===== config.mk =====
export PLATFORM = sky130hd
export DESIGN_NAME = serial_word_adder
export DESIGN_NICKNAME = d
export VERILOG_FILES = /design/src/rtl/serial_word_adder.sv
export SDC_FILE = /design/constraint.sdc
export NUM_CORES = 1
export LEC_CHECK = 0
export ABC_AREA = 1
export ABC_CLOCK_PERIOD_IN_PS = 2920
export CORE_UTILIZATION = 60
export DETAILED_ROUTE_END_ITERATION = 8
export DONT_BUFFER_PORTS = 1
export GPL_ROUTABILITY_DRIVEN = 0
export PLACE_DENSITY = 0.86
export RECOVER_POWER = 50
export SLEW_MARGIN = 25
export SYNTH_ARGS = -nofsm -noshare
export SYNTH_HDL_FRONTEND = slang
export SYNTH_SLANG_ARGS = --single-unit

===== constraint.sdc =====
create_clock -name clk -period 2.92 [get_ports clk]
set_clock_uncertainty 0.2 [all_clocks]
set_input_delay 0.438 -clock clk [delete_from_list [all_inputs] [get_ports clk]]
set_output_delay 0.438 -clock clk [all_outputs]
set_load 0.01 [all_outputs]

===== src/rtl/serial_word_adder.sv =====
// Multi-precision serial add/subtract sequencer.
// One BW-bit slice per clock, carry chained slice to slice.
module serial_word_adder #(
    parameter int BW    = 4,
    parameter int WORDS = 4,
    localparam int N    = BW * WORDS,
    localparam int IW   = (WORDS > 1) ? $clog2(WORDS) : 1
) (
    input  logic         clk,
    input  logic         rst_n,
    input  logic         start,
    input  logic         op_sub,
    input  logic [N-1:0] a,
    input  logic [N-1:0] b,
    input  logic         cin,
    output logic         busy,
    output logic         done,
    output logic [N-1:0] sum,
    output logic         cout,
    output logic         ovf
);

    typedef enum logic [1:0] {
        IDLE,
        RUN,
        DONE
    } state_t;

    state_t         state;
    logic [IW-1:0]  idx;
    logic           carry;
    logic [N-1:0]   a_r;
    logic [N-1:0]   b_r;

    logic [BW-1:0]  a_sl;
    logic [BW-1:0]  b_sl;
    logic [BW:0]    sl_sum;
    logic           last;

    // The single reused slice adder
    always_comb begin
        a_sl   = a_r[idx*BW +: BW];
        b_sl   = b_r[idx*BW +: BW];
        sl_sum = {1'b0, a_sl} + {1'b0, b_sl} + {{BW{1'b0}}, carry};
        last   = (idx == IW'(WORDS - 1));
    end

    always_ff @(posedge clk or negedge rst_n) begin
        if (!rst_n) begin
            state <= IDLE;
            idx   <= '0;
            carry <= 1'b0;
            a_r   <= '0;
            b_r   <= '0;
            busy  <= 1'b0;
            done  <= 1'b0;
            sum   <= '0;
            cout  <= 1'b0;
            ovf   <= 1'b0;
        end else begin
            unique case (state)
                IDLE: begin
                    done <= 1'b0;
                    if (start) begin
                        a_r   <= a;
                        b_r   <= op_sub ? ~b : b;
                        carry <= op_sub ? 1'b1 : cin;
                        idx   <= '0;
                        sum   <= '0;
                        cout  <= 1'b0;
                        ovf   <= 1'b0;
                        busy  <= 1'b1;
                        state <= RUN;
                    end
                end
                RUN: begin
                    sum[idx*BW +: BW] <= sl_sum[BW-1:0];
                    carry <= sl_sum[BW];
                    idx   <= idx + 1'b1;
                    if (last) begin
                        cout  <= sl_sum[BW];
                        // b_r already holds ~b when subtracting
                        ovf   <= (a_r[N-1] == b_r[N-1]) &&
                                 (sl_sum[BW-1] != a_r[N-1]);
                        done  <= 1'b1;
                        state <= DONE;
                    end
                end
                DONE: begin
                    done  <= 1'b0;
                    busy  <= 1'b0;
                    state <= IDLE;
                end
                default: begin
                    done  <= 1'b0;
                    busy  <= 1'b0;
                    state <= IDLE;
                end
            endcase
        end
    end

endmodule


==> flow_metrics.py, run 1 <==
metrics = {
    "placement": {
        "dpl.cell_count": 368,
        "hpwl_mm": 4.13,
        "post-place-ws_ns": 0.0645,
        "port-buffer-count": 0,
        "post_dp_cell_area_um2": 2850,
    },
    "floorplanning": {
        "die_area_um2": 4940,
        "rows": 24,
        "start_util": 0.634,
        "pin_count": 57,
        "die_y_um": 70.3,
        "coreArea_um2": 4410,
        "die_w_um": 70.3,
    },
    "timing": {
        "relSlewSlack": 0.0851,
        "period_needed_ns": 2.69,
        "post-route-period-util": 0.922,
        "timing.fmax_mhz": 371,
        "setup_viol": 0,
        "hold_viol": 0,
        "tns_ns": 0,
        "rsz0062_at_grt": "no",
        "worst_pin_slew_ns": 1.37,
        "fin_hold_ws_ns": 0.00854,
        "report.final.slew_viol_count": 0,
        "worst_slack_ns": 0.228,
    },
    "status": {
        "status": "finished clean",
    },
    "synthesis": {
        "yosysTopAreaCell": "dfrtp_1",
        "postSynthNetCount": 368,
        "ys_seq_elements": 57,
        "synth.distinct_cells": 24,
        "syn_avg_cell_area_um2": 8.72,
        "ys_warn_count": 0,
        "seq_area_frac_synth": 0.510,
        "syn-cell-area_um2": 2800,
        "syn_inst": 321,
        "synth_top_cell_area_share": 0.510,
        "netlist_top_cells_area": "dfrtp_1, nand2_1, xnor2_1",
    },
    "layout": {
        "final_cells": 390,
        "finish.net_count": 380,
        "finish.utilization": 0.696,
        "fin_area_um2": 3070,
        "antennaDiodeCount": 0,
        "drive_gt1_frac": 0.101,
        "synthToLayoutAreaGrowth_pct": 9.84,
    },
    "setup_path": {
        "r2r_start": "idx[0]$_DFFE_PN0P_",
        "crit_required_ns": 2.94,
        "start_kind": "register",
        "crit_fanout": 11,
        "reg2reg_slack_ns": 0.23,
        "end_kind": "register",
        "r2r-end": "sum[6]$_DFFE_PN0P_",
        "r2r_cells": 9,
        "cp_data_arrival_time_ns": 2.71,
        "path_class": "reg -> reg",
    },
    "route": {
        "dr.pass1.iters": 4,
        "wl_mm": 5.94,
        "drtAntennaViolNets": 0,
        "viasPerCell": 5.81,
        "route.vias.total": 2265,
        "first_iter_violations": 199,
        "wl_per_cell_um": 15.2,
        "drc": 0,
    },
    "hold_path": {
        "min_to": "a_r[11]$_DFFE_PN0P_",
        "hp-class": "in -> reg",
        "min_from": "a[11]",
        "min_delay_path_depth": 2,
    },
    "global_routing": {
        "grt_pass1_vias": 2149,
        "antenna_found_initial": 0,
        "grt_pass1_wl_mm": 9.84,
        "grt_max_degree": 58,
        "gr-usage-all-layers": 0.258,
        "overflow": 0,
    },
    "power": {
        "p_per_area_nw_per_um2": 1350,
        "total_power_mw": 4.14,
        "p_leak_nw": 1.48,
        "vdd_drop_max_mv": 0.744,
    },
    "clock_tree": {
        "cts_root_buf": "clkbuf_8",
        "cts_htree_levels": 3,
        "ctsLongestPathBuffers": 2,
        "cts_tree": "built",
        "clkSlewWorstSetupHoldPaths_ns": 0.07,
        "cts.sinks": 57,
        "numCtsBuffers": 9,
        "insertion_delay_ns": 0.34,
    },
    "flow_run": {
        "drv_cap": 0,
    },
}
==> state kept, by name, summed over array words and instances, names as in the netlist <==
register  flops
a_r          16
done          1
idx           2
carry         1
b_r          16
ovf           1
sum          16
state         2
busy          1
cout          1
==> synth_stat cells, drive strengths merged <==
cell / n
nand2: 92
dfrtp: 57
o21ai: 45
nor2: 27
inv: 21
xnor2: 17
nand3: 13
o22ai: 13
buf: 9
ha: 8
a21oi: 4
nand4: 4
o31ai: 4
clkbuf: 2
clkinv: 2
fa: 2
nor3: 1
==> per-layer routing <==
metal | wire length, um | track usage
met1 | 2550 | 0.332
met2 | 2810 | 0.385
met3 | 406 | 0.0837
met4 | 172 | 0.138
met5 | 0 | 0
==> worst max path at each step <==
stage / start / endpoint / slack, ns / depth (start not counted)
floorplan: idx[0]$_DFFE_PN0P_ / carry$_DFFE_PN0P_ / 0.29 / 10
finish: idx[0]$_DFFE_PN0P_ / sum[6]$_DFFE_PN0P_ / 0.23 / 9
CTS: idx[0]$_DFFE_PN0P_ / carry$_DFFE_PN0P_ / 0.05 / 9
global route: idx[0]$_DFFE_PN0P_ / carry$_DFFE_PN0P_ / 0.07 / 9
global placement: idx[0]$_DFFE_PN0P_ / carry$_DFFE_PN0P_ / 0.21 / 9
detailed placement: idx[0]$_DFFE_PN0P_ / carry$_DFFE_PN0P_ / 0.06 / 9
==> placed cells by master (no fill, tap or decap), types with 4 or more instances in the layout <==
master / netlist / final
clkbuf_8: 0 / 11
o21ai_0: 26 / 26
o31ai_1: 4 / 4
o21ai_1: 18 / 18
a21oi_1: 4 / 4
buf_4: 1 / 9
dfrtp_1: 57 / 56
nand3_1: 13 / 13
nand4_1: 4 / 4
ha_1: 8 / 8
nand2_1: 91 / 91
inv_1: 19 / 19
o22ai_1: 13 / 13
nor2_1: 24 / 24
xnor2_1: 17 / 17
==> critical path, cell delays in order, from the launching register on <==
cell and delay, ns:
dfrtp_2 0.46, clkinvlp_4 0.21, o21ai_0 0.20, o22ai_1 0.11
fa_1 0.44, fa_1 0.42, xnor2_1 0.27, nor2_1 0.08
nand2_1 0.09, o21ai_0 0.08
==> cell type report <==
type                       count  area [um2]
sequential                    57        1430
fill                         339        1340
multi-input combinational    230        1230
clock buffer                  13         159
inverter                      23        92.6
timing repair buffer          12        86.3
tap                           52        65.1
clock inverter                 3        15.0
==> repair_timing <==
action / CTS / global route
setup buffers: 0 / 4
gates resized for setup: 0 / 2
hold buffers: 2 / 0
endpoints found under the hold margin: 57 / 0
endpoints found under the setup margin: 0 / 7
==> kinds of logic after synthesis <==
group	share of synthesized area
adder cells (fa/ha/maj)	0.0501
flip-flops	0.510
AND/OR/NAND/NOR	0.207
AO/OA/AOI/OAI	0.129
XOR/XNOR	0.0532
buffers and inverters	0.0514
==> report_power, final <==
part | leakage [nW] | total [mW] | switching (mW) | internal [mW]
Clock | 0.0932 | 0.650 | 0.301 | 0.350
Combinational | 0.653 | 2.05 | 1.32 | 0.732
Sequential | 0.729 | 1.44 | 0.294 | 1.14
Total | 1.48 | 4.14 | 1.91 | 2.22
Note: power is estimated with default switching activity, not from simulation.
==> inputs of run 2 (changes only) <==
- CORE_MARGIN: not set -> 2
- PLACE_DENSITY: 0.86 -> 0.8
==> flow_metrics.py, run 2 (synthesis gave the netlist of run 1 again) <==
metrics = {
    "clock_tree": {
        "cts_tree": "built",
        "cts_htree_levels": 3,
        "insertion_delay_ns": 0.33,
        "ctsLongestPathBuffers": 2,
        "cts_root_buf": "clkbuf_8",
        "numCtsBuffers": 9,
        "clkSlewWorstSetupHoldPaths_ns": 0.07,
        "cts.sinks": 57,
        "postCtsSetupBuffers": 0,
    },
    "status": {
        "status": "finished clean",
    },
    "route": {
        "dr.pass1.iters": 5,
        "route.vias.total": 2197,
        "viasPerCell": 5.69,
        "wl_mm": 5.78,
        "wl_per_cell_um": 15.0,
        "drtAntennaViolNets": 0,
        "first_iter_violations": 193,
        "drc": 0,
    },
    "floorplanning": {
        "rows": 24,
        "die_y_um": 72.3,
        "die_w_um": 72.3,
        "start_util": 0.634,
        "die_area_um2": 5230,
        "pin_count": 57,
        "coreArea_um2": 4410,
    },
    "setup_path": {
        "path_class": "reg -> reg",
        "end_kind": "register",
        "cp_data_arrival_time_ns": 2.66,
        "crit_required_ns": 2.92,
        "reg2reg_slack_ns": 0.27,
        "r2r-end": "carry$_DFFE_PN0P_",
        "start_kind": "register",
        "r2r_start": "idx[0]$_DFFE_PN0P_",
        "crit_fanout": 9,
        "r2r_cells": 9,
    },
    "timing": {
        "tns_ns": 0,
        "setup_viol": 0,
        "report.final.slew_viol_count": 0,
        "worst_slack_ns": 0.266,
        "rsz0062_at_grt": "no",
        "relSlewSlack": 0.103,
        "post-route-period-util": 0.909,
        "hold_viol": 0,
        "period_needed_ns": 2.65,
        "timing.fmax_mhz": 377,
        "fin_hold_ws_ns": 0.0206,
        "worst_pin_slew_ns": 1.34,
    },
    "layout": {
        "finish.utilization": 0.688,
        "regArea_um2": 1430,
        "synthToLayoutAreaGrowth_pct": 8.50,
        "drive_gt1_frac": 0.0868,
        "final_cell_mix": "nand2_1, dfrtp_1, o21ai_0, nor2_1, inv_1",
        "antennaDiodeCount": 0,
        "finish.net_count": 376,
        "multiInputGateArea_um2": 1220,
        "final_cells": 386,
        "final_common_cell": "nand2_1",
        "fin_area_um2": 3040,
        "top_regs": "a_r: 16 flops, b_r: 16 flops, sum: 16 flops",
        "nFillCells": 360,
    },
    "global_routing": {
        "grt_max_degree": 58,
        "grt_pass1_vias": 2196,
        "grt_pass1_wl_mm": 9.90,
        "overflow": 0,
        "gr-usage-all-layers": 0.251,
        "antenna_found_initial": 0,
    },
    "hold_path": {
        "min_to": "a_r[0]$_DFFE_PN0P_",
        "hp-class": "in -> reg",
        "min_from": "a[0]",
        "min_delay_path_depth": 2,
    },
    "power": {
        "vdd_drop_max_mv": 0.608,
        "total_power_mw": 4.04,
        "p_per_area_nw_per_um2": 1330,
        "p_leak_nw": 1.46,
    },
    "flow_run": {
        "drv_cap": 0,
    },
    "placement": {
        "post_dp_cell_area_um2": 2850,
        "hpwl_mm": 4.19,
        "post-place-ws_ns": 0.177,
        "port-buffer-count": 0,
        "dpl.cell_count": 368,
    },
}
==> run 2: cell types whose count changed in the layout (fill, tap and decap cells not counted) <==
cell and delta:
nor2_4 -1, buf_4 -4, nor2_1 +1
==> run 2: worst max-delay path by stage <==
| stage | startpoint | end | slack (ns) |
|---|---|---|---|
| 2_1_floorplan | idx[0]$_DFFE_PN0P_ | carry$_DFFE_PN0P_ | 0.29 |
| 3_3_place_gp | idx[0]$_DFFE_PN0P_ | carry$_DFFE_PN0P_ | 0.32 |
| 3_5_place_dp | idx[0]$_DFFE_PN0P_ | carry$_DFFE_PN0P_ | 0.18 |
| 4_1_cts | idx[0]$_DFFE_PN0P_ | carry$_DFFE_PN0P_ | 0.16 |
| 5_1_grt | idx[0]$_DFFE_PN0P_ | carry$_DFFE_PN0P_ | 0.04 |
| 6_report | idx[0]$_DFFE_PN0P_ | carry$_DFFE_PN0P_ | 0.27 |
==> run 2: routing by layer <==
layer / wire length (um) / GRT usage
met1: 2520 / 0.334
met4: 106 / 0.105
met2: 2740 / 0.386
met5: 0 / 0
met3: 416 / 0.0750
==> run 2: timing repair <==
action	CTS	global route
hold buffers	2	0
endpoints found under the hold margin	57	0
gates resized for setup	0	2
setup endpoints to repair	0	4
==> run 2: area by class of cell <==
class	instances	share of cell area
sequential	57	0.470
multi-input combinational	230	0.402
clock buffer	13	0.0523
inverter	23	0.0305
tap	52	0.0214
timing repair buffer	8	0.0185
clock inverter	3	0.00495
==> run 2: power by group <==
group          switching (mW)  leakage [nW]  internal, mW
sequential              0.291         0.729          1.14
clock                   0.295        0.0932         0.350
combinational            1.27         0.634         0.689
==> run 2: worst max-delay path: stages (launching register included) <==
cell and delay, ns:
dfrtp_2 0.45, clkinvlp_4 0.18, o21ai_0 0.18, o22ai_1 0.11
fa_1 0.45, fa_1 0.43, a21oi_1 0.17, nor2_1 0.05
o21ai_0 0.22, a21oi_1 0.10
==> inputs of run 3 (changes only) <==
- ABC_CLOCK_PERIOD_IN_PS: 2920 -> not set
- MAX_ROUTING_LAYER: not set -> met4
==> flow_metrics.py, run 3 (synthesis gave the netlist of run 1 again) <==
metrics = {
    "timing": {
        "tns_ns": 0,
        "timing.fmax_mhz": 377,
        "setup_viol": 0,
        "period_needed_ns": 2.65,
        "post-route-period-util": 0.909,
        "worst_slack_ns": 0.265,
        "hold_viol": 0,
        "worst_pin_slew_ns": 1.34,
        "report.final.slew_viol_count": 0,
        "rsz0062_at_grt": "no",
        "relSlewSlack": 0.103,
    },
    "global_routing": {
        "grt_pass1_vias": 2197,
        "overflow": 0,
        "grt_max_degree": 58,
        "gr-usage-all-layers": 0.259,
        "antenna_found_initial": 0,
        "grt_pass1_wl_mm": 9.90,
    },
    "setup_path": {
        "end_kind": "register",
        "cp_slowest_cell": "dfrtp_2",
        "max_stage_delay_ns": 0.45,
        "start_kind": "register",
        "crit_fanout": 9,
        "crit_chain": "clkinvlp_4 > o21ai_0 > o22ai_1 > fa_1 > fa_1 > a21oi_1 > nor2_1 > o21ai_0 > a21oi_1",
        "crit_required_ns": 2.92,
        "cp_data_arrival_time_ns": 2.66,
        "path_class": "reg -> reg",
    },
    "route": {
        "drc": 0,
        "first_iter_violations": 191,
        "wl_per_cell_um": 15.0,
        "wl_mm": 5.79,
        "viasPerCell": 5.68,
        "route.vias.total": 2194,
        "drtAntennaViolNets": 0,
        "dr.pass1.iters": 5,
    },
    "layout": {
        "top_regs": "a_r: 16 flops, b_r: 16 flops, sum: 16 flops",
        "finish.net_count": 376,
        "antennaDiodeCount": 0,
        "drive_gt1_frac": 0.0868,
        "synthToLayoutAreaGrowth_pct": 8.50,
        "final_cells": 386,
        "fin_area_um2": 3040,
        "final_common_cell": "nand2_1",
        "final_cell_mix": "nand2_1, dfrtp_1, o21ai_0, nor2_1, inv_1",
    },
    "floorplanning": {
        "die_area_um2": 5230,
        "die_w_um": 72.3,
        "die_y_um": 72.3,
        "pin_count": 57,
        "rows": 24,
        "start_util": 0.634,
        "coreArea_um2": 4410,
    },
    "clock_tree": {
        "ctsLongestPathBuffers": 2,
        "cts_root_buf": "clkbuf_8",
        "cts_tree": "built",
        "insertion_delay_ns": 0.33,
        "clkSlewWorstSetupHoldPaths_ns": 0.07,
        "numCtsBuffers": 9,
        "postCtsSetupBuffers": 0,
        "cts_htree_levels": 3,
        "cts.sinks": 57,
    },
    "placement": {
        "post-place-ws_ns": 0.177,
        "port-buffer-count": 0,
        "dpl.cell_count": 368,
        "post_dp_cell_area_um2": 2850,
        "hpwl_mm": 4.19,
    },
    "power": {
        "vdd_drop_max_mv": 0.607,
        "p_per_area_nw_per_um2": 1330,
        "p_leak_nw": 1.46,
    },
    "status": {
        "status": "finished clean",
    },
    "flow_run": {
        "drv_cap": 0,
    },
    "hold_path": {
        "hp-class": "in -> reg",
    },
}
-- run 3: timing repair --
item | 4_1_cts | 5_1_grt
setup endpoints to repair | 0 | 4
resized for setup | 0 | 2
endpoints found under the hold margin | 57 | 0
hold buffers | 2 | 0
-- run 3: path summary, 6_finish.rpt --
kind,start,to,slack [ns],cells past startpoint
setup / recovery,idx[0]$_DFFE_PN0P_,carry$_DFFE_PN0P_,0.27,9
hold / removal,a[0],a_r[0]$_DFFE_PN0P_,0.02,2
setup reg to reg,idx[0]$_DFFE_PN0P_,carry$_DFFE_PN0P_,0.27,9
hold reg to reg,a_r[5]$_DFFE_PN0P_,a_r[5]$_DFFE_PN0P_,0.27,2
max in group asynchronous,rst_n,idx[0]$_DFFE_PN0P_,0.86,2
min in group asynchronous,rst_n,sum[0]$_DFFE_PN0P_,0.76,2
-- run 3: metal layers --
| layer | wire length (um) | vias up | global-route usage |
|---|---|---|---|
| li1 | - | 1071 | - |
| met1 | 2490 | 1021 | 0.334 |
| met2 | 2740 | 89 | 0.386 |
| met3 | 454 | 13 | 0.0750 |
| met4 | 106 | 0 | 0.105 |
| met5 | 0 | - | - |
-- run 3: layout make-up --
| cell class | count | area [um2] |
|---|---|---|
| Sequential cell | 57 | 1430 |
| Clock inverter | 3 | 15.0 |
| Clock buffer | 13 | 159 |
| Multi-Input combinational cell | 230 | 1220 |
| Fill cell | 360 | 1380 |
| Timing Repair Buffer | 8 | 56.3 |
| Inverter | 23 | 92.6 |
| Tap cell | 52 | 65.1 |
-- run 3: where the power goes --
part	internal [mW]	switching, mW	leakage [nW]
clock	0.350	0.295	0.0932
combinational	0.689	1.28	0.634
sequential	1.14	0.291	0.729
-- run 3: stage by stage --
stage          hold WS, ns  power [mW]   util
2_1_floorplan      -0.0576        2.87      -
3_3_place_gp       -0.0561        3.32  0.646
3_5_place_dp       -0.0565        3.38  0.646
4_1_cts            0.00990        4.05  0.694
5_1_grt             0.0168        4.40  0.688
6_report            0.0202        4.05  0.688
-- run 3: worst max-delay path, delay by kind of cell, from the launching register on --
kind                       cells  cell delay, ns
DFF                            1            0.45
and+or+nand+nor                1            0.05
buffers and inverters          1            0.19
adders and majority gates      2            0.88
AOI/OAI and AO/OA              5            0.77
